## config.mk

```make
export PLATFORM = sky130hd
export DESIGN_NAME = dual_issue_scheduler
export DESIGN_NICKNAME = d
export VERILOG_FILES = /design/src/rtl/dual_issue_scheduler.sv
export SDC_FILE = /design/constraint.sdc
export NUM_CORES = 1
export LEC_CHECK = 0
export ABC_CLOCK_PERIOD_IN_PS = 3150
export BUFFER_PORTS_ARGS = -buffer_cell sky130_fd_sc_hd__buf_2
export CAP_MARGIN = 25
export CORE_ASPECT_RATIO = 1.25
export CORE_MARGIN = 2
export CORE_UTILIZATION = 51
export CTS_BUF_LIST = sky130_fd_sc_hd__clkbuf_16
export CTS_CLUSTER_DIAMETER = 100
export DETAILED_ROUTE_END_ITERATION = 10
export GPL_TIMING_DRIVEN = 0
export MAX_ROUTING_LAYER = met4
export PLACE_DENSITY = 0.78
export SLEW_MARGIN = 10
export SYNTH_ARGS = -nofsm -noshare
export SYNTH_HDL_FRONTEND = slang
export SYNTH_SLANG_ARGS = --single-unit
```

## constraint.sdc

```tcl
create_clock -name clk -period 3.15 [get_ports clk]
set_input_delay 0.63 -clock clk [delete_from_list [all_inputs] [get_ports clk]]
set_output_delay 0.63 -clock clk [all_outputs]
set_load 0.02 [all_outputs]
```

## src/rtl/dual_issue_scheduler.sv

```systemverilog
// In-order dual-issue controller: issues way0, way0+way1 or nothing to Ex, tracking pending
// long-latency writes in a register scoreboard. Optional perf counters under SCHED_PERF_CNT_EN.
module dual_issue_scheduler #(
  parameter int NREG   = 32,
  parameter int ADDR_W = 5
) (
  input  logic              clk,
  input  logic              rst,
  input  logic              way0_valid_i,
  input  logic [ADDR_W-1:0] way0_rs1Addr_i,
  input  logic [ADDR_W-1:0] way0_rs2Addr_i,
  input  logic              way0_rs1ReadEnable_i,
  input  logic              way0_rs2ReadEnable_i,
  input  logic [ADDR_W-1:0] way0_rdAddr_i,
  input  logic              way0_rdWriteEnable_i,
  input  logic              way0_longLat_i,
  input  logic              way0_serialize_i,
  input  logic              way1_valid_i,
  input  logic [ADDR_W-1:0] way1_rs1Addr_i,
  input  logic [ADDR_W-1:0] way1_rs2Addr_i,
  input  logic              way1_rs1ReadEnable_i,
  input  logic              way1_rs2ReadEnable_i,
  input  logic [ADDR_W-1:0] way1_rdAddr_i,
  input  logic              way1_rdWriteEnable_i,
  input  logic              way1_longLat_i,
  input  logic              way1_serialize_i,
  input  logic              ex_ready_i,
  input  logic              flush_i,
  input  logic              wb_valid_i,
  input  logic [ADDR_W-1:0] wb_rdAddr_i,
`ifdef SCHED_PERF_CNT_EN
  output logic [31:0]       stallHazard_o,
  output logic [31:0]       dualIssue_o,
`endif
  output logic              way0_issue_o,
  output logic              way1_issue_o,
  output logic [NREG-1:0]   busy_o
);

  typedef enum logic {RUN, DRAIN} state_t;

  state_t            state, state_next;
  logic [NREG-1:0]   busy, busy_next, set_vec, clr_vec;
  logic              busy_any;
  logic              w0_wr, w1_wr, w0_hz, w1_hz, pair_dep, w0_ok, w1_ok;

  // Register x0 is hardwired, so it never carries a hazard.
  function automatic logic hazard(input logic [ADDR_W-1:0] r, input logic [NREG-1:0] b);
    return (r != '0) && b[r];
  endfunction

  assign busy_any = |busy;
  assign busy_o   = busy;

  always_comb begin
    w0_wr = (way0_rdWriteEnable_i || way0_longLat_i) && (way0_rdAddr_i != '0);
    w1_wr = (way1_rdWriteEnable_i || way1_longLat_i) && (way1_rdAddr_i != '0);

    w0_hz = (way0_rs1ReadEnable_i && hazard(way0_rs1Addr_i, busy)) ||
            (way0_rs2ReadEnable_i && hazard(way0_rs2Addr_i, busy)) ||
            (w0_wr && hazard(way0_rdAddr_i, busy));
    w1_hz = (way1_rs1ReadEnable_i && hazard(way1_rs1Addr_i, busy)) ||
            (way1_rs2ReadEnable_i && hazard(way1_rs2Addr_i, busy)) ||
            (w1_wr && hazard(way1_rdAddr_i, busy));

    pair_dep = w0_wr && ((way1_rs1ReadEnable_i && (way1_rs1Addr_i == way0_rdAddr_i)) ||
                         (way1_rs2ReadEnable_i && (way1_rs2Addr_i == way0_rdAddr_i)) ||
                         (w1_wr && (way1_rdAddr_i == way0_rdAddr_i)));

    w0_ok = way0_valid_i && ex_ready_i && !flush_i && !w0_hz &&
            (!way0_serialize_i || !busy_any);

    way0_issue_o = !rst && (state == RUN) && w0_ok;

    w1_ok = way0_issue_o && way1_valid_i && !way0_serialize_i && !way1_serialize_i &&
            !w1_hz && !pair_dep && !(way0_longLat_i && way1_longLat_i);
    way1_issue_o = w1_ok;
  end

  // NOTE: every variable written here gets a default first so no latch is inferred.
  always_comb begin
    state_next = state;
    unique case (state)
      RUN:   if (way0_valid_i && way0_serialize_i && busy_any && !flush_i) state_next = DRAIN;
      DRAIN: if (!busy_any || flush_i) state_next = RUN;
      default: state_next = RUN;
    endcase
  end

  // Set wins over a same-cycle clear of the same register.
  always_comb begin
    set_vec = '0;
    clr_vec = '0;
    if (way0_issue_o && way0_longLat_i && (way0_rdAddr_i != '0)) set_vec[way0_rdAddr_i] = 1'b1;
    if (way1_issue_o && way1_longLat_i && (way1_rdAddr_i != '0)) set_vec[way1_rdAddr_i] = 1'b1;
    if (wb_valid_i && (wb_rdAddr_i != '0)) clr_vec[wb_rdAddr_i] = 1'b1;
    busy_next = (busy & ~clr_vec) | set_vec;
  end

  // NOTE: sequential state uses non-blocking assignments so all registers update together.
  always_ff @(posedge clk or posedge rst) begin
    if (rst) begin
      state <= RUN;
      busy  <= '0;
    end else begin
      state <= state_next;
      busy  <= busy_next;
    end
  end

`ifdef SCHED_PERF_CNT_EN
  always_ff @(posedge clk or posedge rst) begin
    if (rst) begin
      stallHazard_o <= '0;
      dualIssue_o   <= '0;
    end else begin
      if (way0_valid_i && ex_ready_i && !way0_issue_o && (stallHazard_o != '1))
        stallHazard_o <= stallHazard_o + 32'd1;
      if (way1_issue_o && (dualIssue_o != '1))
        dualIssue_o <= dualIssue_o + 32'd1;
    end
  end
`endif

endmodule

```

* After elaboration in Yosys (flattened, before gate mapping)
Cells that the tools add are included.
** Word-level totals
- Word-level logic and storage cells :: 113
- Register bits after elaboration :: 33
- Input bits :: 52
** Operators by class
- Eq/ne operators :: 3
- Reductions and logical operators :: 69
- Magnitude comparators :: 10
- Muxes and demuxes :: 24
- Bitwise logic cells :: 5
** Operator list (count)
- $mux 32 :: 3
- $or 32x32->32 :: 2
- $logic_and 1x1->1 :: 42
- $lt 5x6->1 const B :: 7
- $reduce_bool 5->1 :: 7
- $and 32x32->32 :: 1
- $not 32->32 :: 1
- $reduce_or 32->1 :: 1
- $bmux 1 s5 :: 6
- $demux 1 s5 :: 3
- $eq 5x5->1 :: 3
- $ge 5x1->1 const B :: 3
- $mux 1 :: 11
- $logic_or 1x1->1 :: 10
- $logic_not 1->1 :: 9
- $pmux 1 s2 :: 1
- $not 1->1 :: 1

* Depth between registers and ports, before layout
- Depth in word-level cells :: 20
- Depth in mapped cells :: 11

* Worst setup path before layout
OpenSTA, ideal clock, no wires.
- Path kind :: input to output
- From :: input way0_rdAddr_i[1]
- To :: output way1_issue_o
- Path slack :: -0.485 ns
- Stages on the path :: 10
- Data arrival time :: 3.005 ns
- Path buffers :: 3
- Path through :: buf_2 -> buf_2 -> buf_1 -> mux2i_1 -> nor3_1 -> o41ai_1 -> nand4_1 -> o21ai_1 -> and2_1 -> and3_1
** Between the ends
- Word-level cells in the longest chain between the ends :: 15
** Ends and longest elaborated chain
- start, declared :: RTL line 14 : input logic [ADDR_W-1:0] way0_rdAddr_i,
- $bmux 1 s5 :: RTL line 49 : return (r != '0) && b[r];
- $mux 1 (implied by the code) :: RTL line 49
- $logic_and 1x1->1 :: RTL line 49
- $logic_and 1x1->1 * :: RTL line 61 : (w0_wr && hazard(way0_rdAddr_i, busy));
- $logic_or 1x1->1 * :: RTL line 60 : (way0_rs2ReadEnable_i && hazard(way0_rs2Addr_i, busy)) ||
- $logic_not 1->1 * :: RTL line 70 : w0_ok = way0_valid_i && ex_ready_i && !flush_i && !w0_hz &&
- $logic_and 1x1->1 * (2 in series) :: RTL line 70
- $logic_and 1x1->1 * :: RTL line 73 : way0_issue_o = !rst && (state == RUN) && w0_ok;
- named net way0_issue_o :: RTL line 35 : output logic way0_issue_o,
- $logic_and 1x1->1 * (4 in series) :: RTL line 75 : w1_ok = way0_issue_o && way1_valid_i && !way0_serialize_i && !way1_serialize_i &&
- $logic_and 1x1->1 * (2 in series) :: RTL line 76 : !w1_hz && !pair_dep && !(way0_longLat_i && way1_longLat_i);
- end, declared :: RTL line 36 : output logic way1_issue_o,
The timed path passes the listed nets; every way through them passes the cells marked *. The select of a mux whose other input is x is not followed.

* Final worst setup path
- From :: input way0_rs1Addr_i[0]
- To :: output way1_issue_o
** Between the ends
- Word-level cells in the longest chain between the ends :: 16
** Ends and longest elaborated chain
- start, declared :: RTL line 10 : input logic [ADDR_W-1:0] way0_rs1Addr_i,
- $bmux 1 s5 :: RTL line 49
- $mux 1 (implied by the code) :: RTL line 49
- $logic_and 1x1->1 * :: RTL line 49
- $logic_and 1x1->1 * :: RTL line 59 : w0_hz = (way0_rs1ReadEnable_i && hazard(way0_rs1Addr_i, busy)) ||
- $logic_or 1x1->1 * :: RTL line 59
- $logic_or 1x1->1 * :: RTL line 60
- $logic_not 1->1 * :: RTL line 70
- $logic_and 1x1->1 * (2 in series) :: RTL line 70
- $logic_and 1x1->1 * :: RTL line 73
- $logic_and 1x1->1 * (4 in series) :: RTL line 75
- $logic_and 1x1->1 * (2 in series) :: RTL line 76
Every way passes the cells marked *; elsewhere a longest branch is shown, timed or not. The select of a mux whose other input is x is not followed.

==> results_tabular.tex <==
\begin{tabular}{lr}
\hline
Metric & Value \\
\hline
\multicolumn{2}{l}{\textbf{Detailed routing}} \\
\quad Sum of routed wire length over all layers & 17000 um \\
\quad Vias per cell & 7.20 \\
\quad Routed wire length per instance & 25.5 um \\
\quad Remaining number of nets flagged by the antenna check after routing & 0 \\
\quad Detailed-route via count & 4807 \\
\quad DRC violation count after routing & 0 \\
\quad Number of DRC markers in iteration 0 & 459 \\
\quad Detailed-routing iteration count for the pre-antenna-repair pass & 5 \\
\multicolumn{2}{l}{\textbf{Power and ir drop}} \\
\quad Power per cell area & 289 mW/mm\^{}2 \\
\quad Largest voltage drop on the vdd net & 0.396 mV \\
\quad P\_sw & 508 uW \\
\quad Reg power frac & 34.7\% \\
\quad Total power consumption of the routed design & 1430 uW \\
\quad Switching share of power & 35.5\% \\
\quad Clock network power share & 33.3\% \\
\quad Part of the power in combinational logic & 32.0\% \\
\quad Leak Pwr & 0.00203 uW \\
\quad Internal power summed over all cells & 925 uW \\
\multicolumn{2}{l}{\textbf{Placement}} \\
\quad Final GP Congestion & 0.966 \\
\quad Port bufs & 70 \\
\quad Placed Cells incl. Taps & 637 \\
\quad HPWL Detailed & 11400 um \\
\multicolumn{2}{l}{\textbf{Clock network}} \\
\quad H-tree depth & 2 \\
\quad CTS clock-pin slew for the worst setup and hold paths & 60 ps \\
\quad Buffer cell driving the clock tree root & sky130\_fd\_sc\_hd\_\_clkbuf\_16 \\
\quad CTS max path bufs & 2 \\
\quad Total clock buffers created by CTS & 5 \\
\quad Clk sinks & 33 \\
\quad Clock Latency Late Sink & 280 ps \\
\quad TritonCTS clock tree & built \\
\quad \# hold bufs at CTS & 0 \\
\multicolumn{2}{l}{\textbf{Final layout}} \\
\quad Final-stage net count & 624 \\
\quad Area occupied by registers & 847 um\^{}2 \\
\quad Synth-to-Final Area Change & 24.1\% \\
\quad Share of layout cells above drive strength 1 & 31.9\% \\
\quad Final design utilization & 64.4\% \\
\quad Area of the multi-input gates & 0.00306 mm\^{}2 \\
\quad Count of fill cells added during filler insertion & 676 \\
\quad Post-route insts no fill & 668 \\
\quad \# diodes & 0 \\
\multicolumn{2}{l}{\textbf{Status}} \\
\quad Result of the run & finished with violations \\
\quad Violations in the final reports & setup timing \\
\multicolumn{2}{l}{\textbf{Critical path}} \\
\quad Type of destination of the critical path & output pin \\
\quad Critical path arrival & 2770 ps \\
\quad Critical path startpoint category & input pin \\
\quad Endpoint required time on the critical path & 2520 ps \\
\quad Critical path class & in2out \\
\quad Length in cells of the worst reg-to-reg path & 8 \\
\quad Crit-path max FO & 7 \\
\multicolumn{2}{l}{\textbf{Yosys}} \\
\quad Synth Instances & 471 \\
\quad Number of distinct standard cells referenced by the synthesized netlist & 49 \\
\quad Top cells by area in the synthesized netlist & sky130\_fd\_sc\_hd\_\_dfrtp\_1 21\%, sky130\_fd\_sc\_hd\_\_mux4\_2 13\%, sky130\_fd\_sc\_hd\_\_mux2i\_1 12\% \\
\quad Average cell area after synthesis & 8.49 um\^{}2 \\
\quad Area fraction of the dominant cell type after synthesis & 20.6\% \\
\quad Synthesized net count & 523 \\
\quad Leading cell types by count after synthesis & 48 x sky130\_fd\_sc\_hd\_\_mux2i\_1, 45 x sky130\_fd\_sc\_hd\_\_nor2\_1, 35 x sky130\_fd\_sc\_hd\_\_a31oi\_1 \\
\quad Post-synthesis instance area & 0.00400 mm\^{}2 \\
\quad Post-synth top flop & sky130\_fd\_sc\_hd\_\_dfrtp\_1 \\
\quad Proportion of synthesized flip-flops having asynchronous set or reset & 100\% \\
\quad Most common cell in the synthesized netlist & sky130\_fd\_sc\_hd\_\_mux2i\_1 \\
\quad Number of warnings printed during yosys synthesis & 0 \\
\quad Portion of the post-synthesis area used by sequential elements & 20.6\% \\
\quad Count of flip-flops with a built-in enable after synthesis & 0 \\
\quad Post-synthesis cell type with the largest combined area & sky130\_fd\_sc\_hd\_\_dfrtp\_1 \\
\quad Synthesis-stage register bit count & 33 \\
\multicolumn{2}{l}{\textbf{STA}} \\
\quad Fin worst setup slack & -254 ps \\
\quad Relative slew slack & 60.5\% \\
\quad Post-layout min period & 3400 ps \\
\quad Final worst clock skew & 5.47 ps \\
\quad Number of endpoints with negative hold slack in the final report & 0 \\
\quad Upper clock frequency limit & 294 MHz \\
\quad Number of setup violations in the final report & 2 \\
\quad Max-slew violations & 0 \\
\quad Setup repair after global routing missed its margin & yes \\
\quad Slew of the pin with the lowest slew margin & 592 ps \\
\quad Total negative setup slack & -386 ps \\
\quad Period utilization & 108\% \\
\multicolumn{2}{l}{\textbf{Floorplan}} \\
\quad Vertical extent of the die & 103 um \\
\quad Total Die Area & 0.00857 mm\^{}2 \\
\quad Effective utilization at floorplan & 51.9\% \\
\quad IO Count & 86 \\
\quad Area of the placeable core & 0.00770 mm\^{}2 \\
\quad Horizontal extent of the die & 83.2 um \\
\quad Site row count & 36 \\
\multicolumn{2}{l}{\textbf{Global routing}} \\
\quad Via count of the first global-routing pass & 4781 \\
\quad Number of antenna violations at the first check in global routing & 0 \\
\quad Pin count of the biggest net entering global routing & 22 \\
\quad GR Overflow Total & 0 \\
\quad Global-route wire length before repair & 26000 um \\
\quad Overall routing resource usage & 40.8\% \\
\multicolumn{2}{l}{\textbf{Run}} \\
\quad Total of max-cap violations & 0 \\
\multicolumn{2}{l}{\textbf{Min path}} \\
\quad Kind of path behind the tightest hold check & in2async \\
\hline
\end{tabular}
-- logic make-up after synthesis --
group,count (synthesis),synth area share [%]
compound gates,134,22.1
xor+xnor,15,3.28
buf+inv,45,4.38
flops,33,20.6
mux,76,26.4
simple gates,168,23.3
-- routing by layer --
metal / GRT usage, % / vias up / wire length, um
met2: 66.4 / 386 / 7930
li1: - / 2041 / -
met3: 7.29 / 120 / 1900
met1: 46.6 / 2260 / 6000
met4: 27.2 / 0 / 1200
met5: - / - / 0
-- power by group through the flow --
stage               Combinational (uW)  Clock, uW  Sequential [uW]
finish                             459        477              497
floorplan                          264          0              497
global route                       492        491              496
detailed placement                 410          0              508
CTS                                448        477              492
global placement                   395          0              507
-- registers in the layout (all words and copies together) (netlist names) --
signal  cells
busy_o     32
state       1
-- what timing repair did --
action | 4_1_cts | 5_1_grt
endpoints found under the setup margin | 33 | 33
pin swaps | 5 | 5
cloned | 0 | 0
gates resized for setup | 41 | 4
buffers inserted | 18 | 5
-- critical path: stages --
cell                     delay [ps]
sky130_fd_sc_hd__buf_12         100
sky130_fd_sc_hd__mux4_2         520
sky130_fd_sc_hd__mux4_2         480
sky130_fd_sc_hd__and3_4         170
sky130_fd_sc_hd__nor4_4         380
sky130_fd_sc_hd__and2_4         220
sky130_fd_sc_hd__and3_4         170
sky130_fd_sc_hd__buf_6          110
-- placed cells by master, fill, tap and decap left out, types with 3 or more instances in the layout --
cell and n:
sky130_fd_sc_hd__a21boi_0 15, sky130_fd_sc_hd__a21oi_1 5, sky130_fd_sc_hd__a31oi_1 35, sky130_fd_sc_hd__and3_1 3, sky130_fd_sc_hd__buf_2 75, sky130_fd_sc_hd__buf_4 25
sky130_fd_sc_hd__clkbuf_1 19, sky130_fd_sc_hd__clkbuf_16 6, sky130_fd_sc_hd__clkbuf_2 5, sky130_fd_sc_hd__dfrtp_1 16, sky130_fd_sc_hd__dfrtp_2 17, sky130_fd_sc_hd__inv_1 8
sky130_fd_sc_hd__mux2_2 4, sky130_fd_sc_hd__mux2i_1 48, sky130_fd_sc_hd__mux4_2 23, sky130_fd_sc_hd__nand2_1 19, sky130_fd_sc_hd__nand3_1 17, sky130_fd_sc_hd__nand3b_1 17
sky130_fd_sc_hd__nand4_1 9, sky130_fd_sc_hd__nor2_1 45, sky130_fd_sc_hd__nor3_1 10, sky130_fd_sc_hd__nor3b_1 7, sky130_fd_sc_hd__nor4_1 13, sky130_fd_sc_hd__nor4b_1 3
sky130_fd_sc_hd__o21a_1 17, sky130_fd_sc_hd__o21ai_0 26, sky130_fd_sc_hd__o21ai_1 6, sky130_fd_sc_hd__o22ai_1 10, sky130_fd_sc_hd__o41ai_1 4, sky130_fd_sc_hd__or2_2 4
sky130_fd_sc_hd__or3b_2 5, sky130_fd_sc_hd__xnor2_1 4, sky130_fd_sc_hd__xor2_1 11
-- final cells by class --
type	instances	share of cell area (%)
Multi-Input combinational cell	393	61.6
Buffer	37	4.29
Clock inverter	3	0.353
Sequential cell	33	17.1
Inverter	8	0.605
Tap cell	95	2.39
Clock buffer	5	2.52
Timing Repair Buffer	94	11.2
-- stage by stage --
stage               area (um^2)  setup WS (ps)  hold WS, ps
global route               4960           -274          468
CTS                        4920           -122          429
floorplan                  4040           -140          516
global placement           4510           -634          540
finish                     4960           -254          417
detailed placement         4530           -664          586
-- final timing paths --
path	start	end	slack [ps]
setup / recovery	way0_rs1Addr_i[0]	way1_issue_o	-250
hold / removal	rst	busy_o[15]	420
setup reg to reg	busy_o[26]	busy_o[13]	90
hold reg to reg	state	state	620
max in group asynchronous	rst	busy_o[18]	2210
min in group clk	flush_i	state	550
Note: power is estimated with default switching activity, not from simulation.
